--- config.mk ---
export PLATFORM = sky130hd
export DESIGN_NAME = uart_tx_arbiter
export DESIGN_NICKNAME = d
export VERILOG_FILES = /design/src/rtl/uart_pkg.sv /design/src/rtl/uart_tx_arbiter_rr_arbiter.sv /design/src/rtl/uart_tx_arbiter.sv
export SDC_FILE = /design/constraint.sdc
export NUM_CORES = 1
export LEC_CHECK = 0
export CORE_MARGIN = 10
export CORE_UTILIZATION = 41
export DETAILED_ROUTE_END_ITERATION = 8
export PLACE_DENSITY = 0.85
export SKIP_CTS_REPAIR_TIMING = 1
export SYNTH_ARGS = -nofsm -noshare
export SYNTH_HDL_FRONTEND = slang
export SYNTH_SLANG_ARGS = --single-unit
--- constraint.sdc ---
create_clock -name clk -period 3.5 [get_ports clk]
set_input_delay 0.7 -clock clk [delete_from_list [all_inputs] [get_ports clk]]
set_output_delay 0.7 -clock clk [all_outputs]
set_load 0.005 [all_outputs]
--- src/rtl/uart_pkg.sv ---
// Shared types for the UART transmit arbiter.
// Arbiter states, default byte width, header byte helper.
package uart_pkg;

   localparam int DBIT_DEFAULT = 8;

   typedef enum logic [1:0] {
      IDLE,
      HEADER,
      PAYLOAD
   } arb_state_t;

   // Header byte = base OR source id (base keeps id bits clear).
   function automatic logic [31:0] hdr_byte(
      input logic [31:0] base,
      input logic [31:0] id
   );
      return base | id;
   endfunction

endpackage

--- src/rtl/uart_tx_arbiter_rr_arbiter.sv ---
// Combinational round-robin pick: first request above last_grant,
// wrapping. Ports: req, last_grant in; any_req, winner out.
module rr_arbiter
   import uart_pkg::*;
#(
   parameter int NREQ = 4
) (
   input  logic [NREQ-1:0]         req,
   input  logic [$clog2(NREQ)-1:0] last_grant,
   output logic                    any_req,
   output logic [$clog2(NREQ)-1:0] winner
);

   localparam int GW = $clog2(NREQ);

   logic [NREQ-1:0] hi_mask;
   logic [NREQ-1:0] hi_req;

   always_comb begin
      hi_mask = '0;
      for (int i = 0; i < NREQ; i++) begin
         hi_mask[i] = (i > int'(last_grant));
      end
   end

   assign hi_req  = req & hi_mask;
   assign any_req = |req;

   // Requests above the last grant win; otherwise wrap to the bottom.
   always_comb begin
      winner = '0;
      if (|hi_req) begin
         for (int i = NREQ - 1; i >= 0; i--) begin
            if (hi_req[i]) winner = GW'(i);
         end
      end else begin
         for (int i = NREQ - 1; i >= 0; i--) begin
            if (req[i]) winner = GW'(i);
         end
      end
   end

endmodule

--- src/rtl/uart_tx_arbiter.sv ---
// Packet-granular round-robin share of one UART TX FIFO write port.
// Ports: req_* byte streams in, w_data/wr_uart/tx_full to uart, status.
module uart_tx_arbiter
   import uart_pkg::*;
#(
   parameter int             NREQ     = 4,
   parameter int             DBIT     = DBIT_DEFAULT,
   parameter int             HDR_EN   = 1,
   parameter logic [DBIT-1:0] HDR_BASE = 8'hA0,
   parameter int             MAX_LEN  = 16
) (
   input  logic                    clk,
   input  logic                    reset,
   input  logic [NREQ*DBIT-1:0]    req_data,
   input  logic [NREQ-1:0]         req_valid,
   input  logic [NREQ-1:0]         req_last,
   output logic [NREQ-1:0]         req_ready,
   output logic [DBIT-1:0]         w_data,
   output logic                    wr_uart,
   input  logic                    tx_full,
   output logic                    busy,
   output logic [$clog2(NREQ)-1:0] grant_id,
   output logic                    err_trunc
);

   localparam int GW = $clog2(NREQ);
   localparam int CW = $clog2(MAX_LEN + 1);

   arb_state_t    state;
   arb_state_t    state_n;
   logic [GW-1:0] last_grant;
   logic [CW-1:0] count;
   logic          any_req;
   logic [GW-1:0] winner;
   logic          xfer;
   logic          g_last;
   logic          hit_max;

   rr_arbiter #(
      .NREQ(NREQ)
   ) u_rr (
      .req        (req_valid),
      .last_grant (last_grant),
      .any_req    (any_req),
      .winner     (winner)
   );

   assign g_last  = req_last[grant_id];
   assign hit_max = (count + CW'(1)) == CW'(MAX_LEN);
   assign busy    = (state != IDLE);

   always_comb begin
      state_n   = state;
      req_ready = '0;
      wr_uart   = 1'b0;
      w_data    = '0;
      xfer      = 1'b0;
      unique case (state)
         IDLE: begin
            if (any_req) begin
               state_n = (HDR_EN != 0) ? HEADER : PAYLOAD;
            end
         end
         HEADER: begin
            wr_uart = !tx_full;
            w_data  = DBIT'(hdr_byte(32'(HDR_BASE),
                                     32'(grant_id)));
            if (!tx_full) state_n = PAYLOAD;
         end
         PAYLOAD: begin
            xfer                = req_valid[grant_id] & !tx_full;
            wr_uart             = xfer;
            req_ready[grant_id] = xfer;
            w_data = req_data[int'(grant_id)*DBIT +: DBIT];
            // Last byte or length cap both release the grant.
            if (xfer && (g_last || hit_max)) state_n = IDLE;
         end
         default: state_n = IDLE;
      endcase
   end

   always_ff @(posedge clk) begin
      if (reset) begin
         state      <= IDLE;
         grant_id   <= '0;
         last_grant <= GW'(NREQ - 1);
         count      <= '0;
         err_trunc  <= 1'b0;
      end else begin
         state     <= state_n;
         err_trunc <= xfer && !g_last && hit_max;
         if (state == IDLE && any_req) begin
            grant_id   <= winner;
            last_grant <= winner;
            count      <= '0;
         end else if (xfer) begin
            count <= count + CW'(1);
         end
      end
   end

endmodule
==> results of run 1 <==
## state kept, by name, summed over array words and instances (netlist names)
signal and flops:
count 5, grant_id 2, last_grant 2, state 2, err_trunc 1
## through the flow
step                cells  power (W)
floorplan             116   0.000523
global route          204   0.000884
global placement      200   0.000701
finish                204   0.000823
detailed placement    200   0.000715
CTS                   204   0.000830
## power breakdown
group | total [W] | internal [W] | switching, W | leakage (nW)
logic | 0.000504 | 0.000288 | 0.000216 | 0.546
registers | 0.000207 | 0.000165 | 0.0000420 | 0.0981
clock network | 0.000112 | 0.0000633 | 0.0000489 | 0.0210
## kinds of logic after synthesis
family / share of synthesized area, %
and+or+nand+nor: 24.4
AOI/OAI and AO/OA: 11.0
buffers and inverters: 6.43
muxes: 26.6
DFF: 22.5
adders and majority gates: 5.85
xor gates and xnor gates: 3.28
## cell type report
| cell class | count | area [um^2] | area share (%) |
|---|---|---|---|
| multi-input combinational | 90 | 761 | 44.6 |
| timing repair buffer | 61 | 606 | 35.5 |
| sequential | 12 | 240 | 14.1 |
| tap | 30 | 37.5 | 2.20 |
| clock buffer | 4 | 36.3 | 2.13 |
| inverter | 7 | 26.3 | 1.54 |
## worst min-delay path by stage
stage	startpoint	to	slack, ns	cells after the start
final	state[0]	state[0]	0.51	2
after global routing	state[0]	state[0]	0.54	2
after CTS	state[1]	state[1]	0.51	2
after detailed placement	state[1]	state[1]	0.50	2
after global placement	state[1]	state[1]	0.48	2
after floorplan	state[1]	state[1]	0.47	2
## routing by layer
| metal | share of wire [%] | wire length (um) | vias up | GRT usage (%) |
|---|---|---|---|---|
| li1 | - | - | 542 | - |
| met2 | 60 | 2140 | 43 | 28.8 |
| met4 | 1.8 | 63 | 0 | 4.09 |
| met5 | 0 | 0 | - | 0 |
| met3 | 4.1 | 145 | 9 | 3.49 |
| met1 | 34 | 1220 | 542 | 11.8 |
## layout by cell type (no fill, tap or decap)
cell,synthesis,routed
nor4b_1,1,1
nand2b_1,4,4
mux4_2,5,5
or2_1,1,1
nand4_1,2,2
nor3b_1,3,3
a21oi_1,10,10
xnor2_1,1,1
clkbuf_4,0,3
clkbuf_8,0,1
o21bai_1,2,2
o31a_1,1,1
dfxtp_1,12,12
xor2_1,3,3
o21ai_0,4,4
mux2i_1,4,4
mux4_1,5,5
buf_4,0,2
nor3_1,3,3
o221ai_1,1,1
and3_4,1,1
and4b_1,1,1
nor2b_1,5,5
nand3_1,1,1
nor4_1,1,1
clkdlybuf4s50_1,0,59
and3b_1,1,1
and3_1,5,5
a22oi_1,2,2
nand2_1,6,6
inv_1,7,7
ha_1,5,5
nor2_1,12,12
## critical path, stage by stage
cell	delay [ns]
clkdlybuf4s50_1	0.49
mux4_2	0.54
and3_4	0.25
and3_1	0.18
clkdlybuf4s50_1	0.45
==> impl_results.md, run 1 <==
* RSZ-0062 raised after global routing: no
* # diodes at 0
* Worst r2r path cells at 5
* Vias at 1136
* Sinks on the clock net at 12
* Slew @ Worst Pin at 0.491 ns
* Share of cells above drive strength 1 at 6.90%
* Mean area per synthesized cell at 9.22 um^2
* Worst VDD drop at 0.394 mV
* Largest net degree at the start of global routing at 17
* Area contributors post-synth: dfxtp_1 (22%), mux4_1 (12%), mux4_2 (11%)
* Layout Skew at 0.00798 ns
* #FFs+latches synth at 12
* Vias in the first global route at 1177
* CP startpoint: req_valid[3]
* Final wirelength at 3.58 mm
* Net Count, Synth at 164
* Iteration-0 DRC Markers at 67
* Grt ovf at 0
* Status: completed
* WL per Instance at 17.5 um
* Root Driver: clkbuf_4
* Fraction of registers with async set/reset at 0%
* Starting density of the core at 43.2%
* Yosys cell types at 33
* Post-synth top flop: dfxtp_1
* Area Growth Syn to Fin at 59.5%
* Worst reg2reg endpoint: count[3]
* Number of fill cells at 201
* Gpl congestion at 0.756
* Mapped Area at 1070 um^2
* DP Area at 1670 um^2
* H-Tree Depth at 1
* Fin crit period at 3.31 ns
* Crit start category: primary input
* Worst hold slack at 0.513 ns
* Crit Path Max Fanout at 10
* Antenna violations before repair at 0
* Dpl ws at 0.208 ns
* Nets at 223
* Clock-pin slew on the worst setup and hold paths at 0.07 ns
* Slew HR at 67.3%
* CP Capture Point: req_ready[3]
* Core box area at 2480 um^2
* Max-slew violation count at 0
* Vias per Instance at 5.57
* Yosys warns at 0
* First-pass GRT wire length at 5.67 mm
* Reg2Reg Setup Slack at 1.59 ns
* Number of synthesized flops with an enable pin at 0
* Area fraction of the dominant cell type after synthesis at 22.5%
* CP arrival at 2.61 ns
* Die H at 71.1 um
* Fin crit share at 94.5%
* Design Area, Final at 1710 um^2
* Skew-Pair Late Insertion Delay at 0.28 ns
* MaxCap Viol Count at 0
* Setup violators final at 0
* CP required at 2.80 ns
* # rows at 18
* Hold Fails Final Rpt at 0
* Io pins at 60
* Setup Total Neg Slack at 0 ns
* Buffers added on ports at 59
* Worst setup path class: primary input to output pin
* Leak at 0.665 nW
* Power density cells at 482 nW/um^2
* Worst setup margin at 0.192 ns
* Num CTS Buffers at 3
* Most frequent cells after synthesis: dfxtp_1 (12), nor2_1 (12), a21oi_1 (10)
* Routed Antenna Nets at 0
* Cell taking the most area after synthesis: dfxtp_1
* Die width at 71.1 um
* Die ar. at 5050 um^2
* DP Wirelength at 3.02 mm
* CTS max path bufs at 2
* CTS tree: done
* Register area share after synthesis at 22.5%
* Fin util at 68.9%
* Reg2Reg Launch Point: grant_id[0]
* Mapped Cells at 116
* GRT Util Overall at 13.6%
* CP endpoint kind: output pin
* DRC violations left at 0
* DRT Pass-1 Iters at 4
* Fmax at 302 MHz
* Worst hold path type: flop to flop
No activity file was read; power rests on OpenSTA's default activity.
==> inputs of run 2 (changes only) <==
--- a/config.mk
+++ b/config.mk
@@ -7,2 +7,3 @@
 export LEC_CHECK = 0
+export ABC_AREA = 1
 export CORE_MARGIN = 10
--- a/constraint.sdc
+++ b/constraint.sdc
@@ -3,2 +3,2 @@
 set_output_delay 0.7 -clock clk [all_outputs]
-set_load 0.005 [all_outputs]
+set_load 0.1 [all_outputs]
==> impl_results.md, run 2 <==
* CTS max path bufs at 2
* Slew @ Worst Pin at 0.967 ns
* Status: completed
* Gpl congestion at 0.852
* Setup violators final at 0
* Worst VDD drop at 0.705 mV
* Mapped Cells at 156
* MaxCap Viol Count at 0
* Vias in the first global route at 1303
* CP endpoint kind: output pin
* Nets at 266
* Mean area per synthesized cell at 6.81 um^2
* Cell with the most instances after synthesis: nand2_1
* Largest Register: count
* DRC violations left at 0
* Iteration-0 DRC Markers at 93
* Grt ovf at 0
* Fin crit share at 82.9%
* Die H at 70.9 um
* Worst setup path class: flop to output pin
* Root Driver: clkbuf_4
* # rows at 18
* # placed instances at 243
* Post-synth top flop: dfxtp_1
* Clock-pin slew on the worst setup and hold paths at 0.07 ns
* Worst hold slack at 0.485 ns
* Num CTS Buffers at 3
* RSZ-0062 raised after global routing: no
* Final wirelength at 3.80 mm
* Leak at 0.746 nW
* Antenna violations before repair at 0
* Most frequent cells after synthesis: nand2_1 (26), inv_1 (20), nor2_1 (18)
* Crit Path Max Fanout at 12
* H-Tree Depth at 1
* Area contributors post-synth: dfxtp_1 (23%), nand2_1 (9.2%), inv_1 (7.1%)
* Most frequent cells in the layout: clkdlybuf4s50_1 (43), nand2_1 (26), inv_1 (20), nor2_1 (18), dfxtp_1 (12)
* DP Area at 1730 um^2
* Vias at 1298
* Die ar. at 5030 um^2
* Slew HR at 35.3%
* DRT Pass-1 Iters at 4
* Vias per Instance at 5.28
* Cell taking the most area after synthesis: dfxtp_1
* CP required at 2.80 ns
* Area fraction of the dominant cell type after synthesis at 22.6%
* Fmax at 344 MHz
* Net Count, Synth at 204
* Max reg flops at 5
* Largest net degree at the start of global routing at 13
* Register area share after synthesis at 22.6%
* Crit start category: flop
* Buffers added on ports at 59
* Number of synthesized flops with an enable pin at 0
* Fraction of registers with async set/reset at 0%
* Hold Fails Final Rpt at 0
* #FFs+latches synth at 12
* Reg2Reg Setup Slack at 1.67 ns
* Total Power at 0.00123 W
* Setup Total Neg Slack at 0 ns
* Core box area at 2480 um^2
* Max-slew violation count at 0
* CP arrival at 2.20 ns
* Die width at 70.9 um
* Io pins at 60
* Yosys warns at 0
* Skew-Pair Late Insertion Delay at 0.27 ns
* Mapped Area at 1060 um^2
* Yosys cell types at 27
* Post-Layout Cell Count at 246
* Worst hold path type: flop to flop
* Sinks on the clock net at 12
* Area Growth Syn to Fin at 64.9%
* Fin crit period at 2.90 ns
* Share of cells above drive strength 1 at 21.3%
* Power density cells at 704 nW/um^2
* Routed Antenna Nets at 0
* Layout Skew at 0.00228 ns
* Commonest non-fill, non-tap cell in the layout: clkdlybuf4s50_1
* Design Area, Final at 1750 um^2
* CTS tree: done
* GRT Util Overall at 14.8%
* First-pass GRT wire length at 6.29 mm
* Starting density of the core at 42.9%
* WL per Instance at 15.5 um
* # diodes at 0
* DP Wirelength at 3.25 mm
==> run 2: changes by cell type after synthesis, sizes merged, moves of 5 or more <==
cell	previous run	this run
a22oi	2	8
nor2	12	22
o21ai	4	9
inv	7	24
a21oi	10	15
nand3	1	6
and3	6	0
mux4	10	0
nor2b	5	0
nand2	6	34
==> run 2: critical path, stage by stage, from the launching register on <==
cell	delay, ns
dfxtp_1	0.72
nand2_2	0.19
inv_2	0.16
nand2_1	0.08
nand2_2	0.07
nor2_4	0.04
nor2_4	0.10
nand2_4	0.13
inv_2	0.10
nand2_1	0.06
o21ai_2	0.08
buf_12	0.20
==> run 2: through the flow <==
step / worst slack [ns] / utilization, %
after floorplan: -0.451 / -
after global placement: 0.727 / 69.8
after detailed placement: 0.684 / 69.8
after CTS: 0.601 / 70.7
after global routing: 0.467 / 70.7
final: 0.597 / 70.7
==> run 2: where the power goes <==
part / leakage, nW / switching [W] / internal, W
clock network: 0.0138 / 0.0000447 / 0.0000399
registers: 0.0982 / 0.0000550 / 0.000170
logic: 0.634 / 0.000656 / 0.000268
==> run 2: metal layers <==
metal	GRT usage, %	vias up	part of all wire [%]	routed length (um)
met5	0	-	0	0
met4	3.23	0	0.89	34
met3	2.93	4	3.5	133
met2	28.0	30	55	2100
met1	16.3	606	40	1530
li1	-	658	-	-
==> run 2: cell families after synthesis <==
family / Yosys count / share of synthesized area, %
compound gates: 46 / 27.8
xor+xnor: 1 / 0.825
flops: 12 / 22.6
simple gates: 66 / 32.2
fa+ha+maj: 5 / 5.89
buf+inv: 26 / 10.7
==> run 2: area by class of cell <==
cell class,count,area [um^2]
inverters,24,95.1
flip-flops and latches,12,240
well taps,30,37.5
clock buffers,3,22.5
multi-input cells,118,743
fillers,213,726
repair buffers,59,613
==> run 2: worst paths after layout <==
check	start	end	cells past startpoint
max	grant_id[0]	wr_uart	11
min	count[4]	count[4]	2
max reg2reg	grant_id[0]	count[3]	10
min reg2reg	count[4]	count[4]	2
==> inputs of run 3 (changes only) <==
Settings changed: CORE_UTILIZATION 41 to 34, PLACE_DENSITY 0.85 to 0.75.
Clock period 3.5 ns to 2.56 ns, I/O delays scaled along.
==> impl_results.md, run 3 (synthesis gave the netlist of run 2 again) <==
* Status: completed
* CP startpoint: req_valid[3]
* Largest Register: count
* Commonest non-fill, non-tap cell in the layout: clkdlybuf4s50_1
* HP Start: count[4]
* Most frequent cells in the layout: clkdlybuf4s50_1 (42), nand2_1 (25), inv_1 (20), nor2_1 (15), buf_12 (13)
* Sinks on the clock net at 12
* H-Tree Depth at 1
* CP delay by family, top: buffers and inverters
* Slew HR at 62.9%
* Number of fill cells at 258
* GRT Util Overall at 14.9%
* Worst setup path class: primary input to output pin
* Fin crit share at 96.8%
* Root Driver: clkbuf_4
* CP arrival at 1.97 ns
* MaxCap Viol Count at 0
* Die ar. at 5760 um^2
* DP Wirelength at 3.47 mm
* Hold Fails Final Rpt at 0
* Reg2Reg Launch Point: count[0]
* Worst hold path type: flop to flop
* WL per Instance at 15.6 um
* Vias in the first global route at 1368
* Routed Antenna Nets at 0
* Share of cells above drive strength 1 at 25.6%
* Iteration-0 DRC Markers at 102
* Max incr delay on CP at 0.54 ns
* Starting density of the core at 35.1%
* Crit Path Max Fanout at 12
* WP buf/inv at 2
* Setup violators final at 0
* Largest net degree at the start of global routing at 13
* Crit start category: primary input
* CP endpoint kind: output pin
* Clock-pin slew on the worst setup and hold paths at 0.08 ns
* CP max stage cell: clkdlybuf4s50_1
* Layout Skew at 0.00815 ns
* Skew-Pair Late Insertion Delay at 0.29 ns
* Worst-path cell chain: clkdlybuf4s50_1 > nand2_2 > nand2_2 > nor2_4 > nor2_4 > nand2_8 > nor3_4 > buf_12
* Core box area at 3030 um^2
* Antenna violations before repair at 0
* Dpl ws at 0.0744 ns
* Fin crit period at 2.48 ns
* Worst setup margin at 0.0809 ns
* DRC violations left at 0
* DRT Pass-1 Iters at 4
* Worst VDD drop at 0.522 mV
* CP required at 2.05 ns
* Grt ovf at 0
* Power density cells at 964 nW/um^2
* Fmax at 403 MHz
* # rows at 20
* Sequential cell area at 248 um^2
* CTS max path bufs at 2
* Slew @ Worst Pin at 0.550 ns
* Max reg flops at 5
* Area Growth Syn to Fin at 85.2%
* Die H at 75.9 um
* Max-slew violation count at 0
* Leak at 0.780 nW
* Num CTS Buffers at 3
* Die width at 75.9 um
* Vias at 1347
* Buffers added on ports at 59
* Nets at 268
* Gpl congestion at 0.842
* Worst hold slack at 0.490 ns
* Final wirelength at 4.11 mm
* Io pins at 60
* # diodes at 0
* Vias per Instance at 5.12
* Multi-input gate area at 810 um^2
* First-pass GRT wire length at 6.56 mm
* CTS tree: done
-- run 3: layout make-up --
| cell class | count | area share, % |
|---|---|---|
| Multi-Input combinational cell | 118 | 41.2 |
| Timing Repair Buffer | 61 | 36.9 |
| Sequential cell | 12 | 12.6 |
| Inverter | 24 | 5.22 |
| Tap cell | 44 | 2.80 |
| Clock buffer | 3 | 1.15 |
| Clock inverter | 1 | 0.191 |
-- run 3: path summary, 6_finish.rpt --
| kind | endpoint | slack, ns | depth (start not counted) |
|---|---|---|---|
| max | req_ready[2] | 0.08 | 8 |
| min | count[4] | 0.49 | 2 |
| max reg2reg | state[0] | 0.99 | 12 |
| min reg2reg | count[4] | 0.49 | 2 |
-- run 3: tightest hold or removal path, cell delays in order (launching register included) --
cell and delay [ns]:
dfxtp_1 0.32, inv_1 0.07, a21oi_1 0.06
-- run 3: report_power, final --
group | total [W] | internal [W] | leakage [nW] | switching, W
Combinational | 0.00144 | 0.000475 | 0.665 | 0.000962
Clock | 0.000126 | 0.0000567 | 0.0154 | 0.0000692
Sequential | 0.000332 | 0.000240 | 0.0995 | 0.0000927
-- run 3: layer usage --
| metal | up-vias | part of all wire (%) | track usage, % |
|---|---|---|---|
| met3 | 9 | 5.7 | 3.13 |
| met4 | 0 | 2.2 | 5.15 |
| li1 | 663 | - | - |
| met5 | - | 0 | 0 |
| met1 | 635 | 36 | 15.0 |
| met2 | 40 | 56 | 29.1 |
-- run 3: per-stage QoR --
| stage | util (%) | area [um^2] | total power [W] | std cells | TNS, ns |
|---|---|---|---|---|---|
| after detailed placement | 63.6 | 1920 | 0.00175 | 258 | 0 |
| after CTS | 64.4 | 1950 | 0.00188 | 262 | 0 |
| after global routing | 65.0 | 1970 | 0.00201 | 263 | -0.00156 |
| after floorplan | - | 1190 | 0.00135 | 156 | -0.106 |
| after global placement | 63.6 | 1920 | 0.00172 | 258 | 0 |
| final | 65.0 | 1970 | 0.00190 | 263 | 0 |
